**src/rtl/sprite_anim.sv**
```systemverilog
// sprite_anim: animated sprite hit-test with mirroring and post-hit blink.
// Latency: is_sprite is registered 1 Clk after DrawX/DrawY/Pos/flip_x.
// Backpressure: none; pixel-rate streaming, frame_clk paces the animation.
//
// Ports:
//   Clk, Reset (synchronous, active-high)
//   frame_clk        vsync-derived frame clock, rising edge sampled on Clk
//   DrawX, DrawY     current pixel coordinate
//   Pos_X, Pos_Y     sprite top-left coordinate
//   play             1 = animate, 0 = return to and hold frame 0
//   flip_x           mirror the sprite horizontally
//   hit              one-cycle pulse that starts/restarts blinking
//   is_sprite        registered pixel-opaque flag
//   frame_idx        current animation frame
//   blinking         blink counter nonzero
//   done             one-shot animation finished
//
// Optional feature: define SPRITE_SCALE2_EN to draw each bitmap pixel as a
// 2x2 block (footprint 2*SIZE x 2*SIZE).

module sprite_anim #(
  parameter int SIZE        = 16,
  parameter int FRAMES      = 4,
  parameter int FRAME_HOLD  = 8,
  parameter int BLINK_TICKS = 32,
  parameter int ONESHOT     = 0,
  parameter logic [0:FRAMES*SIZE-1][SIZE-1:0] SPRITE = '1
) (
  input  logic       Clk,
  input  logic       Reset,
  input  logic       frame_clk,
  input  logic [9:0] DrawX,
  input  logic [9:0] DrawY,
  input  logic [9:0] Pos_X,
  input  logic [9:0] Pos_Y,
  input  logic       play,
  input  logic       flip_x,
  input  logic       hit,
  output logic       is_sprite,
  output logic [((FRAMES > 1) ? $clog2(FRAMES) : 1)-1:0] frame_idx,
  output logic       blinking,
  output logic       done
);

  localparam int FW   = (FRAMES > 1) ? $clog2(FRAMES) : 1;
  localparam int HW   = (FRAME_HOLD > 1) ? $clog2(FRAME_HOLD) : 1;
  localparam int CW   = (SIZE > 1) ? $clog2(SIZE) : 1;
  localparam int ROWS = FRAMES * SIZE;
  localparam int RW   = (ROWS > 1) ? $clog2(ROWS) : 1;
`ifdef SPRITE_SCALE2_EN
  localparam int FOOT = 2 * SIZE;
`else
  localparam int FOOT = SIZE;
`endif

  typedef enum logic [1:0] {
    IDLE = 2'd0,
    RUN  = 2'd1,
    DONE = 2'd2
  } state_t;

  state_t         r_state;
  logic [HW-1:0]  r_hold_cnt;
  logic [FW-1:0]  r_frame_idx;
  logic           r_done;
  logic           r_frame_clk_d;
  logic [7:0]     r_blink_cnt;
  logic           r_blinking;
  logic           r_is_sprite;

  logic           w_tick;
  logic [7:0]     w_blink_nxt;
  logic           w_blank;
  logic [9:0]     w_dx;
  logic [9:0]     w_dy;
  logic [CW-1:0]  w_dx_src;
  logic [CW-1:0]  w_dy_src;
  logic           w_inside;
  logic [CW-1:0]  w_bit_pos;
  logic [RW-1:0]  w_row_idx;
  logic [SIZE-1:0] w_row;
  logic           w_bit;

  // One-cycle tick per rising edge of frame_clk.
  assign w_tick = frame_clk & ~r_frame_clk_d;

  always_ff @(posedge Clk) begin
    if (Reset) begin
      r_frame_clk_d <= 1'b0;
    end else begin
      r_frame_clk_d <= frame_clk;
    end
  end

  // Animation sequencer. play=0 in RUN wins over a coincident tick.
  always_ff @(posedge Clk) begin
    if (Reset) begin
      r_state     <= IDLE;
      r_hold_cnt  <= '0;
      r_frame_idx <= '0;
      r_done      <= 1'b0;
    end else begin
      case (r_state)
        IDLE: begin
          r_hold_cnt  <= '0;
          r_frame_idx <= '0;
          r_done      <= 1'b0;
          if (play) begin
            r_state <= RUN;
          end
        end
        RUN: begin
          if (!play) begin
            r_state     <= IDLE;
            r_hold_cnt  <= '0;
            r_frame_idx <= '0;
          end else if (w_tick) begin
            if (r_hold_cnt != HW'(FRAME_HOLD - 1)) begin
              r_hold_cnt <= r_hold_cnt + 1'b1;
            end else begin
              r_hold_cnt <= '0;
              if (r_frame_idx == FW'(FRAMES - 1)) begin
                if (ONESHOT != 0) begin
                  r_state <= DONE;
                  r_done  <= 1'b1;
                end else begin
                  r_frame_idx <= '0;
                end
              end else begin
                r_frame_idx <= r_frame_idx + 1'b1;
              end
            end
          end
        end
        DONE: begin
          if (!play) begin
            r_state     <= IDLE;
            r_hold_cnt  <= '0;
            r_frame_idx <= '0;
            r_done      <= 1'b0;
          end
        end
        default: begin
          r_state     <= IDLE;
          r_hold_cnt  <= '0;
          r_frame_idx <= '0;
          r_done      <= 1'b0;
        end
      endcase
    end
  end

  // Blink counter: a hit reloads even while blinking and beats a tick.
  always_comb begin
    w_blink_nxt = r_blink_cnt;
    if (hit) begin
      w_blink_nxt = 8'(BLINK_TICKS);
    end else if (w_tick && (r_blink_cnt != 8'd0)) begin
      w_blink_nxt = r_blink_cnt - 8'd1;
    end
  end

  always_ff @(posedge Clk) begin
    if (Reset) begin
      r_blink_cnt <= 8'd0;
      r_blinking  <= 1'b0;
    end else begin
      r_blink_cnt <= w_blink_nxt;
      r_blinking  <= (w_blink_nxt != 8'd0);
    end
  end

  // Counter bit 1 gives a 2-tick on / 2-tick off cadence.
  assign w_blank = r_blinking & r_blink_cnt[1];

  // Offsets wrap modulo 2^10; the >= compares reject the wrapped cases, so
  // a sprite near column 1023 never reappears at column 0.
  assign w_dx = DrawX - Pos_X;
  assign w_dy = DrawY - Pos_Y;

`ifdef SPRITE_SCALE2_EN
  assign w_dx_src = CW'(w_dx >> 1);
  assign w_dy_src = CW'(w_dy >> 1);
`else
  assign w_dx_src = CW'(w_dx);
  assign w_dy_src = CW'(w_dy);
`endif

  assign w_inside = (DrawX >= Pos_X) && (DrawY >= Pos_Y) &&
                    (w_dx < 10'(FOOT)) && (w_dy < 10'(FOOT));

  // Bit SIZE-1 is column 0; mirroring turns the bit position into dx itself.
  // Indices are forced to 0 outside the footprint to stay within the bitmap.
  always_comb begin
    w_bit_pos = '0;
    w_row_idx = '0;
    if (w_inside) begin
      w_bit_pos = flip_x ? w_dx_src : (CW'(SIZE - 1) - w_dx_src);
      w_row_idx = RW'(r_frame_idx) * RW'(SIZE) + RW'(w_dy_src);
    end
  end

  assign w_row = SPRITE[w_row_idx];
  assign w_bit = w_row[w_bit_pos];

  always_ff @(posedge Clk) begin
    if (Reset) begin
      r_is_sprite <= 1'b0;
    end else begin
      r_is_sprite <= w_inside & w_bit & ~w_blank;
    end
  end

  assign is_sprite = r_is_sprite;
  assign frame_idx = r_frame_idx;
  assign blinking  = r_blinking;
  assign done      = r_done;

endmodule

```
**config.mk**
```make
export PLATFORM = sky130hd
export DESIGN_NAME = sprite_anim
export DESIGN_NICKNAME = d
export VERILOG_FILES = /design/src/rtl/sprite_anim.sv
export SDC_FILE = /design/constraint.sdc
export NUM_CORES = 1
export LEC_CHECK = 0
export CAP_MARGIN = 10
export CORE_AREA = 2 2 65 67
export CTS_CLUSTER_DIAMETER = 60
export CTS_CLUSTER_SIZE = 30
export DETAILED_ROUTE_END_ITERATION = 8
export DIE_AREA = 0 0 67 69
export DONT_BUFFER_PORTS = 1
export GPL_TIMING_DRIVEN = 0
export PLACE_DENSITY_LB_ADDON = 0.05
export SKIP_LAST_GASP = 1
export SYNTH_ARGS = -nofsm -noshare
export SYNTH_HDL_FRONTEND = slang
export SYNTH_SLANG_ARGS = --single-unit
export TNS_END_PERCENT = 100
```
**constraint.sdc**
```tcl
create_clock -name Clk -period 1.8 [get_ports Clk]
set_input_delay 0.36 -clock Clk [delete_from_list [all_inputs] [get_ports Clk]]
set_output_delay 0.36 -clock Clk [all_outputs]
set_load 0.005 [all_outputs]
```
==> summary.txt, run 1 <==
RSZ-0062 raised after global routing - true
#FFs+latches synth - 17
Critical Path Fanout Max - 4
total grt overflow - 0
routed vias - 1779
routability cong. - 0.886
Logic pwr share - 43.7%
Synth warnings - 0
count of cell types in the netlist - 53
Detail Route Antenna Nets - 0
Power Dens Cells - 581 mW/mm²
Setup crit end kind - flip-flop
# diodes - 0
vias in the first global route - 1572
largest net degree at the start of global routing - 11
arrival time at the worst endpoint - 1890 ps
Worst Path Required - 1950 ps
initial antenna violation count - 0
Setup crit start - Pos_X[9]
Crit Reg-Reg Startpoint - r_blink_cnt[1]
synth top area cells - dfxtp_1, ha_1, inv_1
Area after DPL - 0.00198 mm²
post-synthesis async set-or-reset flop share - 0%
die area - 0.00462 mm²
Final Cell Area - 0.00215 mm²
Post-synth top cells - inv_1, nor2_1, ha_1
final WL - 4300 µm
Syn Inst Count - 252
area of the multi-input gates - 0.00148 mm²
final net count - 334
R2R setup slack - 80 ps
Leak - 0.912 nW
final clock skew - 7.03 ps
drt pass-1 iters - 4
Final setup viols - 0
Min-Delay Startpoint - Reset
area delta synth->final - 16.4%
CTS Buf Count - 3
All-Layer GR Usage - 18.2%
Crit Path Class - in -> reg
I/O Pins - 51
die width - 67 µm
global-route wire length before repair - 6900 µm
worst hold slack - 164 ps
period utilisation layout - 96.6%
Clock power frac - 23.2%
TNS Setup - 0 ps
Setup crit start kind - input pin
CTS tree - yes
fin cells - 312
sw frac - 36.0%
Post-synth EDFFs - 0
Max Fclk - 0.575 GHz
port bufs - 0
1st-iter DRT viols - 125
DP HPWL - 3320 µm
Synth Area per Inst - 7.32 µm²
# rows - 23
wire per inst - 13.8 µm
drc violations - 0
Max Cap Viol - 0
PnR Total Power - 1.25 mW
CTS clk-pin slew, worst paths - 70 ps
share of cells above drive strength 1 - 17.6%
status - finished clean
FF+latch area - 343 µm²
Int Pwr - 0.799 mW
Period minus WS final - 1740 ps
Skew-Pair Late Insertion Delay - 250 ps
top cell type's share of synthesized area - 18.5%
switching power total - 0.448 mW
fin. max-slew vios - 0
Initial Util - 47.1%
Synth Cell Area - 0.00184 mm²
CTS max path bufs - 2
placed cells - 302
largest area contributor in the netlist - dfxtp_1
HP Class - in -> reg
Flop pwr share - 33.2%
filler cell count - 414
Die Ht - 69 µm
via-per-instance ratio - 5.70
htree depth - 1
Final Hold Viols - 0
most frequent cell after synthesis - inv_1
Post-Syn Nets - 323
root buffer cell - clkbuf_8
sequential fraction of the synthesis area - 18.5%
core area - 0.00391 mm²
predominant post-synthesis flop cell - dfxtp_1
VDD IR max - 0.626 mV
clock sink total - 17
-- layout by cell type, fill, tap and decap left out, types with 4 or more instances in the layout --
master | Yosys | routed
ha_4 | 0 | 4
nor2_1 | 27 | 27
a21oi_1 | 21 | 17
nand3_1 | 7 | 7
buf_4 | 1 | 8
o21ai_0 | 12 | 12
xnor2_1 | 4 | 4
a21oi_2 | 1 | 4
dfxtp_1 | 17 | 15
inv_1 | 33 | 30
nand2_1 | 15 | 15
a21boi_0 | 4 | 4
nand2b_1 | 10 | 10
ha_1 | 25 | 21
-- final cells by class --
type / instances / share of cell area (%)
inverters: 34 / 6.29
multi-input cells: 195 / 68.8
well taps: 50 / 2.91
repair buffers: 6 / 2.10
clock inverters: 1 / 0.233
flip-flops and latches: 17 / 16.0
plain buffers: 6 / 1.81
clock buffers: 3 / 1.92
-- flip-flops by register name, indices dropped and copies added (netlist names) --
name           cells
r_blink_cnt        8
r_hold_cnt         3
frame_idx          2
blinking           1
is_sprite          1
r_frame_clk_d      1
r_state            1
-- routing by layer --
layer  vias to the layer above  GRT usage, %  wire [µm]  part of all wire [%]
met5                         -             0          0                     0
met4                         0          4.54         31                  0.72
met3                         4          1.14        155                   3.6
met2                        46          31.6       2140                    50
met1                       809          24.1       1980                    46
li1                        920             -          -                     -
-- kinds of logic (layout without fill, tap and decap cells) --
family,count (synthesis),after routing,synth area share (%)
flip-flops,17,17,18.5
adder cells (fa/ha/maj),25,25,17.0
XOR/XNOR,7,7,3.32
buffers and inverters,40,50,8.55
multiplexers,4,4,2.24
AO/OA/AOI/OAI,71,71,25.7
AND/OR/NAND/NOR,87,87,24.6
other,1,1,0.203
-- worst max-delay path, cell delays in order --
cell	delay (ps)
inv_1	20
ha_1	310
or3b_4	260
o22ai_1	80
a2111oi_2	210
a22o_1	220
o2111ai_1	150
nor4_2	260
-- final timing paths --
kind | endpoint | depth (start not counted)
hold / removal | r_frame_clk_d | 1
setup / recovery | is_sprite | 8
hold reg to reg | r_hold_cnt[1] | 2
setup reg to reg | r_blink_cnt[5] | 9
-- metrics by stage --
step                      util [%]  setup WS, ps
after floorplan                  -         0.513
after global placement        50.7          -252
final                         54.9          60.6
after detailed placement      50.7          -227
after global routing          54.9          -129
after CTS                     52.5          12.8
-- power by group through the flow --
stage	registers (mW)	clock network (mW)	logic [mW]
2_1_floorplan	0.414	0	0.400
3_3_place_gp	0.419	0	0.485
3_5_place_dp	0.419	0	0.485
4_1_cts	0.412	0.296	0.500
5_1_grt	0.416	0.303	0.612
6_report	0.414	0.289	0.545
-- repair_timing --
action / in CTS / in global routing
hold buffers: 0 / 0
pin swaps: 1 / 10
endpoints found under the setup margin: 3 / 4
endpoints found under the hold margin: 0 / 0
setup buffers: 1 / 5
gates resized for setup: 2 / 17
cloned: 0 / 0
(Power assumes the default switching activity.)
==> run 2: changes to the inputs <==
--- a/config.mk
+++ b/config.mk
@@ -13,7 +13,8 @@
 export DIE_AREA = 0 0 67 69
 export DONT_BUFFER_PORTS = 1
 export GPL_TIMING_DRIVEN = 0
-export PLACE_DENSITY_LB_ADDON = 0.05
+export PLACE_DENSITY = 0.7
+export SETUP_SLACK_MARGIN = 0.5
 export SKIP_LAST_GASP = 1
 export SYNTH_ARGS = -nofsm -noshare
 export SYNTH_HDL_FRONTEND = slang
==> run 2 against run 1 <==
Clock power down 1%; power is 5.5% higher; global-route usage up 1.2 points; fmax is 3.8% higher; final cell count rose by 0.64%; critical path depth unchanged; sequential share of layout area is 1.1 points lower; worst hold slack about the same; clock-buffer cell count rose by 1; wire length shrank 1.1%; worst setup slack better by 63 ps; highest routed layer unchanged.
==> summary.txt, run 2 (synthesis results as in run 1) <==
status - finished clean
Min-Delay Startpoint - Reset
most frequent cells in the layout - inv_1, nor2_1, ha_1
setup ws final - 123 ps
Power Dens Cells - 563 mW/mm²
Critical Path Fanout Max - 10
filler cell count - 365
final net count - 336
root buffer cell - clkbuf_8
most common cell after layout, fill and taps aside - inv_1
Final Hold Viols - 0
period utilisation layout - 93.1%
largest net degree at the start of global routing - 11
Worst Hold Path EP - blinking
1st-iter DRT viols - 91
Place WS - -286 ps
vias in the first global route - 1789
die width - 67 µm
Setup crit start kind - input pin
CTS max path bufs - 2
fin. max-slew vios - 0
# diodes - 0
CTS Buf Count - 3
Max Cap Viol - 0
drt pass-1 iters - 4
max FFs per register - 8
share of cells above drive strength 1 - 28.4%
Worst Path Required - 1950 ps
Detail Route Antenna Nets - 0
GRT Max-Usage Layer - met2
Initial Util - 47.1%
Final setup viols - 0
I/O Pins - 51
largest reg by FF count - r_blink_cnt
arrival time at the worst endpoint - 1820 ps
DP HPWL - 3370 µm
routability cong. - 0.924
grt met3 use - 1.96%
port bufs - 0
Setup crit end kind - flip-flop
Leak - 0.957 nW
Period minus WS final - 1680 ps
Max Fclk - 0.596 GHz
GR Util met1 - 23.6%
R2R setup slack - 140 ps
final clock skew - 4.87 ps
r2r worst-path depth - 9
M2 GR Usage - 34.7%
clock sink total - 17
Skew-Pair Late Insertion Delay - 260 ps
initial antenna violation count - 0
CTS clk-pin slew, worst paths - 60 ps
Rel. slew slack - 65.9%
area delta synth->final - 26.7%
die area - 0.00462 mm²
Crit Reg-Reg Startpoint - r_blink_cnt[0]
routed vias - 1842
wire per inst - 13.6 µm
via-per-instance ratio - 5.87
All-Layer GR Usage - 19.4%
FF+latch area - 347 µm²
htree depth - 1
# rows - 23
global-route wire length before repair - 7420 µm
Crit Path Class - in -> reg
final WL - 4260 µm
Worst-Margin Slew - 498 ps
final core area utilization - 59.7%
area of the multi-input gates - 0.00163 mm²
Die Ht - 69 µm
VDD IR max - 0.443 mV
RSZ-0062 raised after global routing - true
PnR Total Power - 1.32 mW
Crit Reg-Reg Endpoint - r_blink_cnt[7]
drc violations - 0
core area - 0.00391 mm²
hold path cells - 1
HP Class - in -> reg
total grt overflow - 0
CTS tree - yes
## run 2: routing by layer
layer / part of all wire, % / vias to the layer above / wire length (µm)
met5: 0 / - / 0
met2: 51 / 47 / 2150
li1: - / 919 / -
met1: 43 / 866 / 1820
met4: 2.3 / 0 / 99
met3: 4.4 / 10 / 189
## run 2: per-stage QoR
step	area, µm²	hold WS [ps]	TNS [ps]	instances
after detailed placement	2100	432	-286	302
after global routing	2340	154	-7.14	314
final	2340	164	0	314
after floorplan	2040	429	0	252
after CTS	2280	156	0	312
after global placement	2100	430	-314	302
## run 2: worst max path at each step
stage	slack, ps	from	endpoint
5_1_grt	-7	Pos_Y[3]	is_sprite
3_5_place_dp	-290	Pos_X[6]	is_sprite
4_1_cts	140	Pos_X[6]	is_sprite
6_report	120	Pos_X[7]	is_sprite
2_1_floorplan	20	Pos_Y[1]	is_sprite
3_3_place_gp	-310	Pos_X[6]	is_sprite
## run 2: cell type report
class / count / share of cell area (%)
inverters: 34 / 6.10
flip-flops and latches: 17 / 14.8
well taps: 50 / 2.68
plain buffers: 6 / 1.87
clock buffers: 4 / 1.93
multi-input cells: 195 / 69.7
repair buffers: 8 / 2.89
## run 2: timing repair
item	4_1_cts	5_1_grt
hold buffers	0	0
resized for setup	20	13
buffers inserted	6	2
endpoints found under the setup margin	10	12
pin swaps	11	7
## run 2: where the power goes
group	leakage, nW	internal [mW]	switching, mW
Clock	0.0228	0.157	0.128
Combinational	0.794	0.295	0.320
Sequential	0.140	0.392	0.0228
Total	0.957	0.845	0.471
## run 2: worst max-delay path, cell delays in order
cell	delay, ps
inv_1	20
ha_1	270
buf_6	140
nand2_2	60
or2_4	250
a41oi_1	230
o221ai_1	160
nor4_2	330
